$ cat config.mk
export PLATFORM = sky130hd
export DESIGN_NAME = mips_fetch_unit
export DESIGN_NICKNAME = d
export VERILOG_FILES = /design/src/rtl/mips_pkg.sv /design/src/rtl/mips_fetch_queue.sv /design/src/rtl/mips_fetch_unit.sv
export SDC_FILE = /design/constraint.sdc
export NUM_CORES = 1
export LEC_CHECK = 0
export ABC_AREA = 1
export CAP_MARGIN = 20
export CORE_ASPECT_RATIO = 2
export CORE_UTILIZATION = 40
export DETAILED_ROUTE_END_ITERATION = 8
export PLACE_DENSITY = 0.71
export RECOVER_POWER = 25
export SYNTH_ARGS = -nofsm -noshare
export SYNTH_HDL_FRONTEND = slang
export SYNTH_HIERARCHICAL = 1
export SYNTH_SLANG_ARGS = --single-unit
$ cat constraint.sdc
create_clock -name clk -period 10.9 [get_ports clk]
set_clock_uncertainty 0.2 [all_clocks]
set_input_delay 1.635 -clock clk [delete_from_list [all_inputs] [get_ports clk]]
set_output_delay 1.635 -clock clk [all_outputs]
set_load 0.01 [all_outputs]
$ cat src/rtl/mips_pkg.sv
// Shared types and constants for the MIPS instruction-fetch front end.
package mips_pkg;

    localparam int MIPS_ADDR_W = 32;
    localparam int MIPS_DATA_W = 32;

    localparam logic [MIPS_DATA_W-1:0] NOP_INSTR = 32'h0000_0000;

    typedef struct packed {
        logic [MIPS_ADDR_W-1:0] pc;
        logic [MIPS_DATA_W-1:0] instr;
    } fetch_entry_t;

    typedef enum logic {
        FETCH   = 1'b0,
        DISCARD = 1'b1
    } fetch_state_t;

endpackage

$ cat src/rtl/mips_fetch_queue.sv
// Prefetch FIFO of {pc, instr} entries; flush wins over push and pop.
module mips_fetch_queue
    import mips_pkg::*;
#(
    parameter int  DEPTH   = 4,
    parameter type entry_t = fetch_entry_t
) (
    input  logic                     clk,
    input  logic                     rst,
    input  logic                     push,
    input  entry_t                   push_data,
    input  logic                     pop,
    input  logic                     flush,
    output entry_t                   head,
    output logic [$clog2(DEPTH):0]   count
);

    localparam int PW = $clog2(DEPTH);
    localparam int CW = PW + 1;
    localparam logic [CW-1:0] FULL = CW'(DEPTH);

    entry_t          mem [DEPTH];
    logic [PW-1:0]   wr_ptr_reg;
    logic [PW-1:0]   rd_ptr_reg;
    logic [CW-1:0]   count_reg;
    logic            do_push;
    logic            do_pop;

    assign do_pop  = pop && (count_reg != '0);
    // A push into a full queue is only legal when the head leaves on the same edge.
    assign do_push = push && ((count_reg != FULL) || do_pop);

    assign head  = mem[rd_ptr_reg];
    assign count = count_reg;

    always_ff @(posedge clk) begin
        if (do_push && !flush) begin
            mem[wr_ptr_reg] <= push_data;
        end
    end

    always_ff @(posedge clk) begin
        if (rst || flush) begin
            wr_ptr_reg <= '0;
            rd_ptr_reg <= '0;
            count_reg  <= '0;
        end else begin
            if (do_push) begin
                wr_ptr_reg <= wr_ptr_reg + 1'b1;
            end
            if (do_pop) begin
                rd_ptr_reg <= rd_ptr_reg + 1'b1;
            end
            unique case ({do_push, do_pop})
                2'b10:   count_reg <= count_reg + 1'b1;
                2'b01:   count_reg <= count_reg - 1'b1;
                default: count_reg <= count_reg;
            endcase
        end
    end

endmodule

$ cat src/rtl/mips_fetch_unit.sv
// Fetch front end: owns the fetch PC, talks req/ack to instruction memory,
// and feeds IF/ID from a prefetch queue; redirects flush and drop in-flight data.
module mips_fetch_unit
    import mips_pkg::*;
#(
    parameter int                ADDR_W   = MIPS_ADDR_W,
    parameter int                DATA_W   = MIPS_DATA_W,
    parameter int                DEPTH    = 4,
    parameter logic [ADDR_W-1:0] RESET_PC = '0
) (
    input  logic              clk,
    input  logic              rst,
    output logic              imem_req,
    output logic [ADDR_W-1:0] imem_addr,
    input  logic              imem_ack,
    input  logic [DATA_W-1:0] imem_rdata,
    input  logic              redirect,
    input  logic [ADDR_W-1:0] redirect_pc,
    input  logic              out_ready,
    output logic              out_valid,
    output logic [DATA_W-1:0] out_instr,
    output logic [ADDR_W-1:0] out_pc,
    output logic [ADDR_W-1:0] out_pc_plus4
);

    localparam int                CW      = $clog2(DEPTH) + 1;
    localparam logic [CW-1:0]     DEPTH_C = CW'(DEPTH);
    localparam logic [ADDR_W-1:0] PC_STEP = ADDR_W'(4);

    typedef struct packed {
        logic [ADDR_W-1:0] pc;
        logic [DATA_W-1:0] instr;
    } entry_t;

    fetch_state_t      state_reg;
    logic [ADDR_W-1:0] fetch_pc_reg;
    logic [ADDR_W-1:0] hold_addr_reg;
    logic [ADDR_W-1:0] last_pc_reg;
    logic [DATA_W-1:0] last_instr_reg;

    logic [CW-1:0]     q_count;
    entry_t            q_head;
    entry_t            push_entry;
    logic              q_empty;
    logic              accept;
    logic              push;
    logic              pop;
    logic [ADDR_W-1:0] redirect_aligned;

    assign redirect_aligned = redirect_pc & ~ADDR_W'(3);
    assign q_empty          = (q_count == '0);

    // Only one request is ever in flight, so count < DEPTH leaves room for its data.
    assign imem_req  = !rst && ((state_reg == DISCARD) || (q_count < DEPTH_C));
    assign imem_addr = (state_reg == DISCARD) ? hold_addr_reg : fetch_pc_reg;

    assign accept     = (state_reg == FETCH) && imem_req && imem_ack;
    assign push       = accept && !redirect;
    assign pop        = out_valid && out_ready;
    assign push_entry = '{pc: fetch_pc_reg, instr: imem_rdata};

    mips_fetch_queue #(
        .DEPTH   (DEPTH),
        .entry_t (entry_t)
    ) u_queue (
        .clk       (clk),
        .rst       (rst),
        .push      (push),
        .push_data (push_entry),
        .pop       (pop),
        .flush     (redirect),
        .head      (q_head),
        .count     (q_count)
    );

    // When the queue drains, the last head stays visible on the outputs.
    assign out_valid    = !q_empty;
    assign out_pc       = q_empty ? last_pc_reg    : q_head.pc;
    assign out_instr    = q_empty ? last_instr_reg : q_head.instr;
    assign out_pc_plus4 = out_pc + PC_STEP;

    always_ff @(posedge clk) begin
        if (rst) begin
            state_reg      <= FETCH;
            fetch_pc_reg   <= RESET_PC;
            hold_addr_reg  <= RESET_PC;
            last_pc_reg    <= '0;
            last_instr_reg <= DATA_W'(NOP_INSTR);
        end else begin
            if (!q_empty) begin
                last_pc_reg    <= q_head.pc;
                last_instr_reg <= q_head.instr;
            end
            unique case (state_reg)
                FETCH: begin
                    if (redirect) begin
                        fetch_pc_reg <= redirect_aligned;
                        // A request still waiting for its ack cannot be withdrawn.
                        if (imem_req && !imem_ack) begin
                            state_reg     <= DISCARD;
                            hold_addr_reg <= fetch_pc_reg;
                        end
                    end else if (accept) begin
                        fetch_pc_reg <= fetch_pc_reg + PC_STEP;
                    end
                end
                DISCARD: begin
                    if (redirect) begin
                        fetch_pc_reg <= redirect_aligned;
                    end
                    if (imem_ack) begin
                        state_reg <= FETCH;
                    end
                end
                default: state_reg <= FETCH;
            endcase
        end
    end

endmodule

* Word-level counts from Yosys, hierarchy flattened
Memory sizes are Yosys's and may differ from the RTL's. A register that Yosys moved wholly into a read port is not among the register bits.
Index checks and enable logic that the tools add are counted.
** Word-level totals
- Output and inout bits :: 130
- RAM bits :: 256
- Bits in registers :: 136
- Memories kept :: 1
- Input bits :: 69
- Logic and storage cells :: 59
** Operators by class
- Bitwise gates (word level) :: 1
- Magnitude comparators :: 1
- Equal/unequal tests :: 5
- Add/sub/neg operators :: 6
- Reduce and logical (&&, ||, !) cells :: 21
- Multiplexer cells :: 16
** Memories
- u_queue.mem :: words 4, bits a word 64, rd ports 1, clocked after Yosys merged registers in 1, write ports 1, RTL line mips_fetch_queue.sv:22 : entry_t mem [DEPTH];
** Operator list (count)
- $mux W32 :: 6
- $add A32 B3 Y32 const B :: 2
- $pmux W32 S2 :: 1
- $logic_and A1 B1 Y1 :: 9
- $ne A3 B3 Y1 const B :: 2
- $pmux W3 S2 :: 1
- $mux W1 :: 5
- $add A2 B1 Y2 const B :: 2
- $logic_not A1 Y1 :: 4
- $mux W2 :: 2
- $add A3 B1 Y3 const B :: 1
- $logic_not A3 Y1 :: 1
- $logic_or A1 B1 Y1 :: 3
- $lt A3 B3 Y1 const B :: 1
- $reduce_and A3 Y1 :: 1
- $reduce_bool A3 Y1 :: 1
- $sub A3 B1 Y3 const B :: 1
- $eq A2 B1 Y1 const B :: 1
- $eq A2 B2 Y1 const B :: 1
- $ne A2 B2 Y1 const B :: 1
- $pmux W1 S2 :: 1
- $reduce_and A2 Y1 :: 1
- $reduce_bool A2 Y1 :: 1
- $not A1 Y1 :: 1

* Longest topological paths before layout
- Depth after elaboration :: 10
- Mapped depth :: 16
- Depth with buffers taken out :: 13

* Modules after synthesis
The synthesis kept the hierarchy.
** Modules (own cells, without submodules)
- mips_fetch_queue :: times used 1, area each 9993.3 um^2, cells an instance 685
- mips_fetch_unit :: times used 1, area each 7468.4 um^2, cells an instance 1202

* Worst setup path after synthesis
OpenSTA, ideal clock, no wires.
- Kind :: input-to-reg
- Start :: input port rst
- End :: memory u_queue/mem[0][0] in the netlist's numbering (enable)
- Slack :: 4.996 ns
- Stages on the path :: 6
- Library setup time :: 0.486 ns
- Arrival :: 5.218 ns
- Cell sequence :: a21oi_2 -> nand3_1 -> nor2_1 -> o21ai_2 -> or2_1 -> nor2_1
** Between the ends
- Longest elaborated chain between the ends :: 9
** Ends and longest elaborated chain
- start: declaration :: RTL line mips_fetch_unit.sv:12 : input logic rst,
- $logic_not A1 Y1 :: RTL line mips_fetch_unit.sv:54 : assign imem_req = !rst && ((state_reg == DISCARD) || (q_count < DEPTH_C));
- $logic_and A1 B1 Y1 :: RTL line mips_fetch_unit.sv:54
- $logic_and A1 B1 Y1 (2 in series) :: RTL line mips_fetch_unit.sv:57 : assign accept = (state_reg == FETCH) && imem_req && imem_ack;
- $logic_and A1 B1 Y1 :: RTL line mips_fetch_unit.sv:58 : assign push = accept && !redirect;
- named net push :: RTL line mips_fetch_unit.sv:46 : logic push;
- $logic_and A1 B1 Y1 :: RTL line mips_fetch_queue.sv:31 : assign do_push = push && ((count_reg != FULL) || do_pop);
- $logic_and A1 B1 Y1 :: RTL line mips_fetch_queue.sv:37 : if (do_push && !flush) begin
- $mux W1 :: RTL line mips_fetch_queue.sv:37
- $mux W1 (not written as such) :: RTL line mips_fetch_queue.sv:38 : mem[wr_ptr_reg] <= push_data;
- end: declaration :: RTL line mips_fetch_queue.sv:22
The timed path passes the listed nets, and every way through them passes these cells.

* Worst setup path in the final report
- Start :: register u_queue.count_reg[2] (netlist: u_queue/count[2])
- End :: output port out_pc_plus4[18]
** Between the ends
- Longest elaborated chain between the ends :: 3
** Ends and longest elaborated chain
- start: declaration :: RTL line mips_fetch_queue.sv:25 : logic [CW-1:0] count_reg;
- start signal: assignment :: RTL line mips_fetch_queue.sv:55 : 2'b10: count_reg <= count_reg + 1'b1;
- start signal: assignment :: RTL line mips_fetch_queue.sv:56 : 2'b01: count_reg <= count_reg - 1'b1;
- start signal: assignment :: RTL line mips_fetch_queue.sv:57 : default: count_reg <= count_reg;
- $logic_not A3 Y1 :: RTL line mips_fetch_unit.sv:51 : assign q_empty = (q_count == '0);
- $mux W32
- $add A32 B3 Y32 :: RTL line mips_fetch_unit.sv:80 : assign out_pc_plus4 = out_pc + PC_STEP;
- end: declaration :: RTL line mips_fetch_unit.sv:23 : output logic [ADDR_W-1:0] out_pc_plus4
No other way between the ends.

==> results_dict.tcl <==
set metrics [dict create \
    min_period_ns 6.90 \
    vias 13600 \
    synth.distinct_cells 44 \
    start_util 0.404 \
    post_cts_buffers 0 \
    ir_drop_v 0.0000993 \
    rsz0062_at_grt "false" \
    period_share 0.633 \
    cp-end-kind "output pin" \
    ios 199 \
    areaGrowthSynthToFinish_pct 19.4 \
    crit_type "reg2out" \
    diodes 0 \
    startpoint "u_queue/count[2]" \
    cts_buffers 36 \
    power.leakage_nw 7.69 \
    fin_cells 2613 \
    synthMuxAreaShare 0 \
    dp_cells 2549 \
    synthTopCellsByArea "edfxtp_1 (44%), dfxtp_1 (15%), nand2_1 (7.1%), nor2_1 (6.8%), o21ai_0 (5.6%)" \
    viasPerCell 5.21 \
    drive_gt1_frac 0.0737 \
    setup_viol 0 \
    drtPass1Iterations 8 \
    synth_seq_cells 390 \
    portBuffers 194 \
    antenna_found_initial 0 \
    min-delay-path-class "reg2reg" \
    gp_congestion 0.895 \
    status "finished clean" \
    hold_buffers 0 \
    fmax_mhz 145 \
    fin_nets 2113 \
    timing.rr.start "u_queue/count[2]" \
    crit_path_max_fanout 90 \
    worstRegToRegCells 8 \
    max_slew_margin 0.286 \
    ant_nets 0 \
    rows 108 \
    wl_per_cell_um 18.0 \
    die_x_um 150 \
    syn_avg_cell_area_um2 9.25 \
    cts_tree "built" \
    cts_resized 0 \
    hpwl_mm 30.4 \
    drt_iter0_markers 984 \
    total_power_w 0.00323 \
    p_per_area_nw_per_um2 155 \
    required_ns 9.07 \
    htreeDepth 2 \
    synth_simple_gate_area_frac 0.198 \
    tns_ns 0 \
    cts_root_buf "clkbuf_16" \
    overflow 0 \
    grt_first_pass_wirelength_mm 72.7 \
    synthXorXnorAreaFrac 0.0145 \
    synthCells 1887 \
    synthAdderAreaFrac 0.00545 \
    arrival_ns 5.07 \
    tightest_slew_ns 1.07 \
    crit_path_start_kind "flip-flop" \
    finalHoldViolCount 0 \
    final-max-slew-violation-count 0 \
    hold_path_depth 1 \
    drcViolationCount 0 \
    die_y_um 297 \
    clock_sinks 390 \
    grt_pass1_vias 13400 \
    wl_mm 47.0 \
    min_from "u_queue/rd_ptr_reg[0]" \
    yosys_warnings 6 \
    yosysTopAreaCellShare 0.440 \
    ys_seq_area_frac 0.594 \
    clk_pin_slew_ns 0.06 \
    clk_latency_ns 0.53 \
    dieArea_um2 44500 \
    synth_top_area_cell "edfxtp_1" \
    track_usage 0.212 \
    ctsLongestPathBuffers 3 \
    synth_top_family_by_area "simple AND/OR/NAND/NOR gates" \
    grt_start_max_net_pins 95 \
    synth_compound_area_frac 0.124 \
    syn-cell-area_um2 17500 \
    core_area_um2 43200 \
    largest_reg_flops 256 \
    max-cap-violations 0 \
]
worst paths after layout:
path	slack (ns)	end
setup / recovery	4.00	out_pc_plus4[18]
setup reg to reg	6.53	u_queue/mem[2][23]
hold reg to reg	0.28	u_queue/rd_ptr_reg[0]
hold / removal	0.28	u_queue/rd_ptr_reg[0]
synth_stat cells, drive strengths merged:
library cell,instances
a21oi,81
conb,1
nor3,3
edfxtp,256
ha,6
o21ai,256
dfxtp,134
nand2,347
xor2,28
a211oi,2
nand3b,23
fa,1
or2,38
xnor2,1
and3,1
inv,135
nor2,333
nand4,9
clkbuf,40
buf,64
o22ai,64
o211ai,5
nand3,58
a31oi,1
cell families (layout without fill, tap and decap cells):
kind of cell | count (synthesis) | after routing
xor gates and xnor gates | 29 | 29
and+or+nand+nor | 812 | 812
other | 1 | 10
AOI/OAI and AO/OA | 409 | 409
DFF | 390 | 390
buffers and inverters | 239 | 406
adders and majority gates | 7 | 7
worst max-delay path, stage by stage (launching register included):
cell and delay, ns:
dfxtp_1 0.37, inv_2 0.69, nand2_8 0.50, inv_2 0.75, nand2_1 0.10, nand2_1 0.23, ha_1 0.39, nand2_2 0.14
nor2_1 0.27, nand2_1 0.15, xor2_1 0.28, clkdlybuf4s50_1 0.60
cell type report:
type / instances / area [um2]
multi-input cells: 1267 / 6050
inverters: 135 / 509
flip-flops and latches: 390 / 10400
well taps: 550 / 688
clock inverters: 18 / 198
repair buffers: 207 / 2030
clock buffers: 46 / 1000
fillers: 3964 / 22400
per-layer routing:
| metal | part of all wire | vias up | track usage |
|---|---|---|---|
| li1 | - | 6641 | - |
| met1 | 0.39 | 6452 | 0.243 |
| met2 | 0.53 | 444 | 0.387 |
| met3 | 0.053 | 83 | 0.0262 |
| met4 | 0.033 | 0 | 0.0895 |
| met5 | 0 | - | 0 |
power breakdown:
group	switching (W)	internal [W]
logic	0.000167	0.000132
clock network	0.000542	0.000745
registers	0.0000361	0.00161
per-stage QoR:
stage / setup WS (ns) / area [um2] / hold WS, ns / util
6_report: 4.00 / 20800 / 0.284 / 0.482
5_1_grt: 3.63 / 20800 / 0.295 / 0.482
4_1_cts: 3.89 / 20900 / 0.279 / 0.482
3_5_place_dp: 4.46 / 19700 / 0.269 / 0.455
3_3_place_gp: 4.55 / 19700 / 0.239 / 0.455
2_1_floorplan: 5.00 / 17500 / 0.236 / -
placed cells by master (no fill, tap or decap), types with 2 or more instances in the layout:
cell type	Yosys	layout
nor3_1	3	3
nand2_1	332	332
nand3b_1	23	23
o21ai_1	57	57
a21oi_1	79	79
bufinv_16	0	4
o21ai_2	2	2
clkdlybuf4s50_1	0	173
a211oi_1	2	2
clkinv_4	0	2
conb_1	1	10
o21ai_0	197	197
nor2_1	317	313
clkbuf_8	0	4
dfxtp_1	134	132
ha_1	6	6
nand2_2	13	13
clkbuf_1	37	6
edfxtp_1	256	256
or2_2	36	36
clkinvlp_4	0	2
o211ai_1	5	5
clkbuf_16	0	37
clkinv_1	0	4
nand3_1	58	58
xor2_1	28	28
inv_1	129	129
o22ai_1	64	64
clkinv_2	0	5
nor2_4	3	7
inv_2	5	5
nand4_1	8	8
nor2_2	12	12
buf_4	19	12
dlygate4sd3_1	0	20
(Power assumes the default switching activity.)
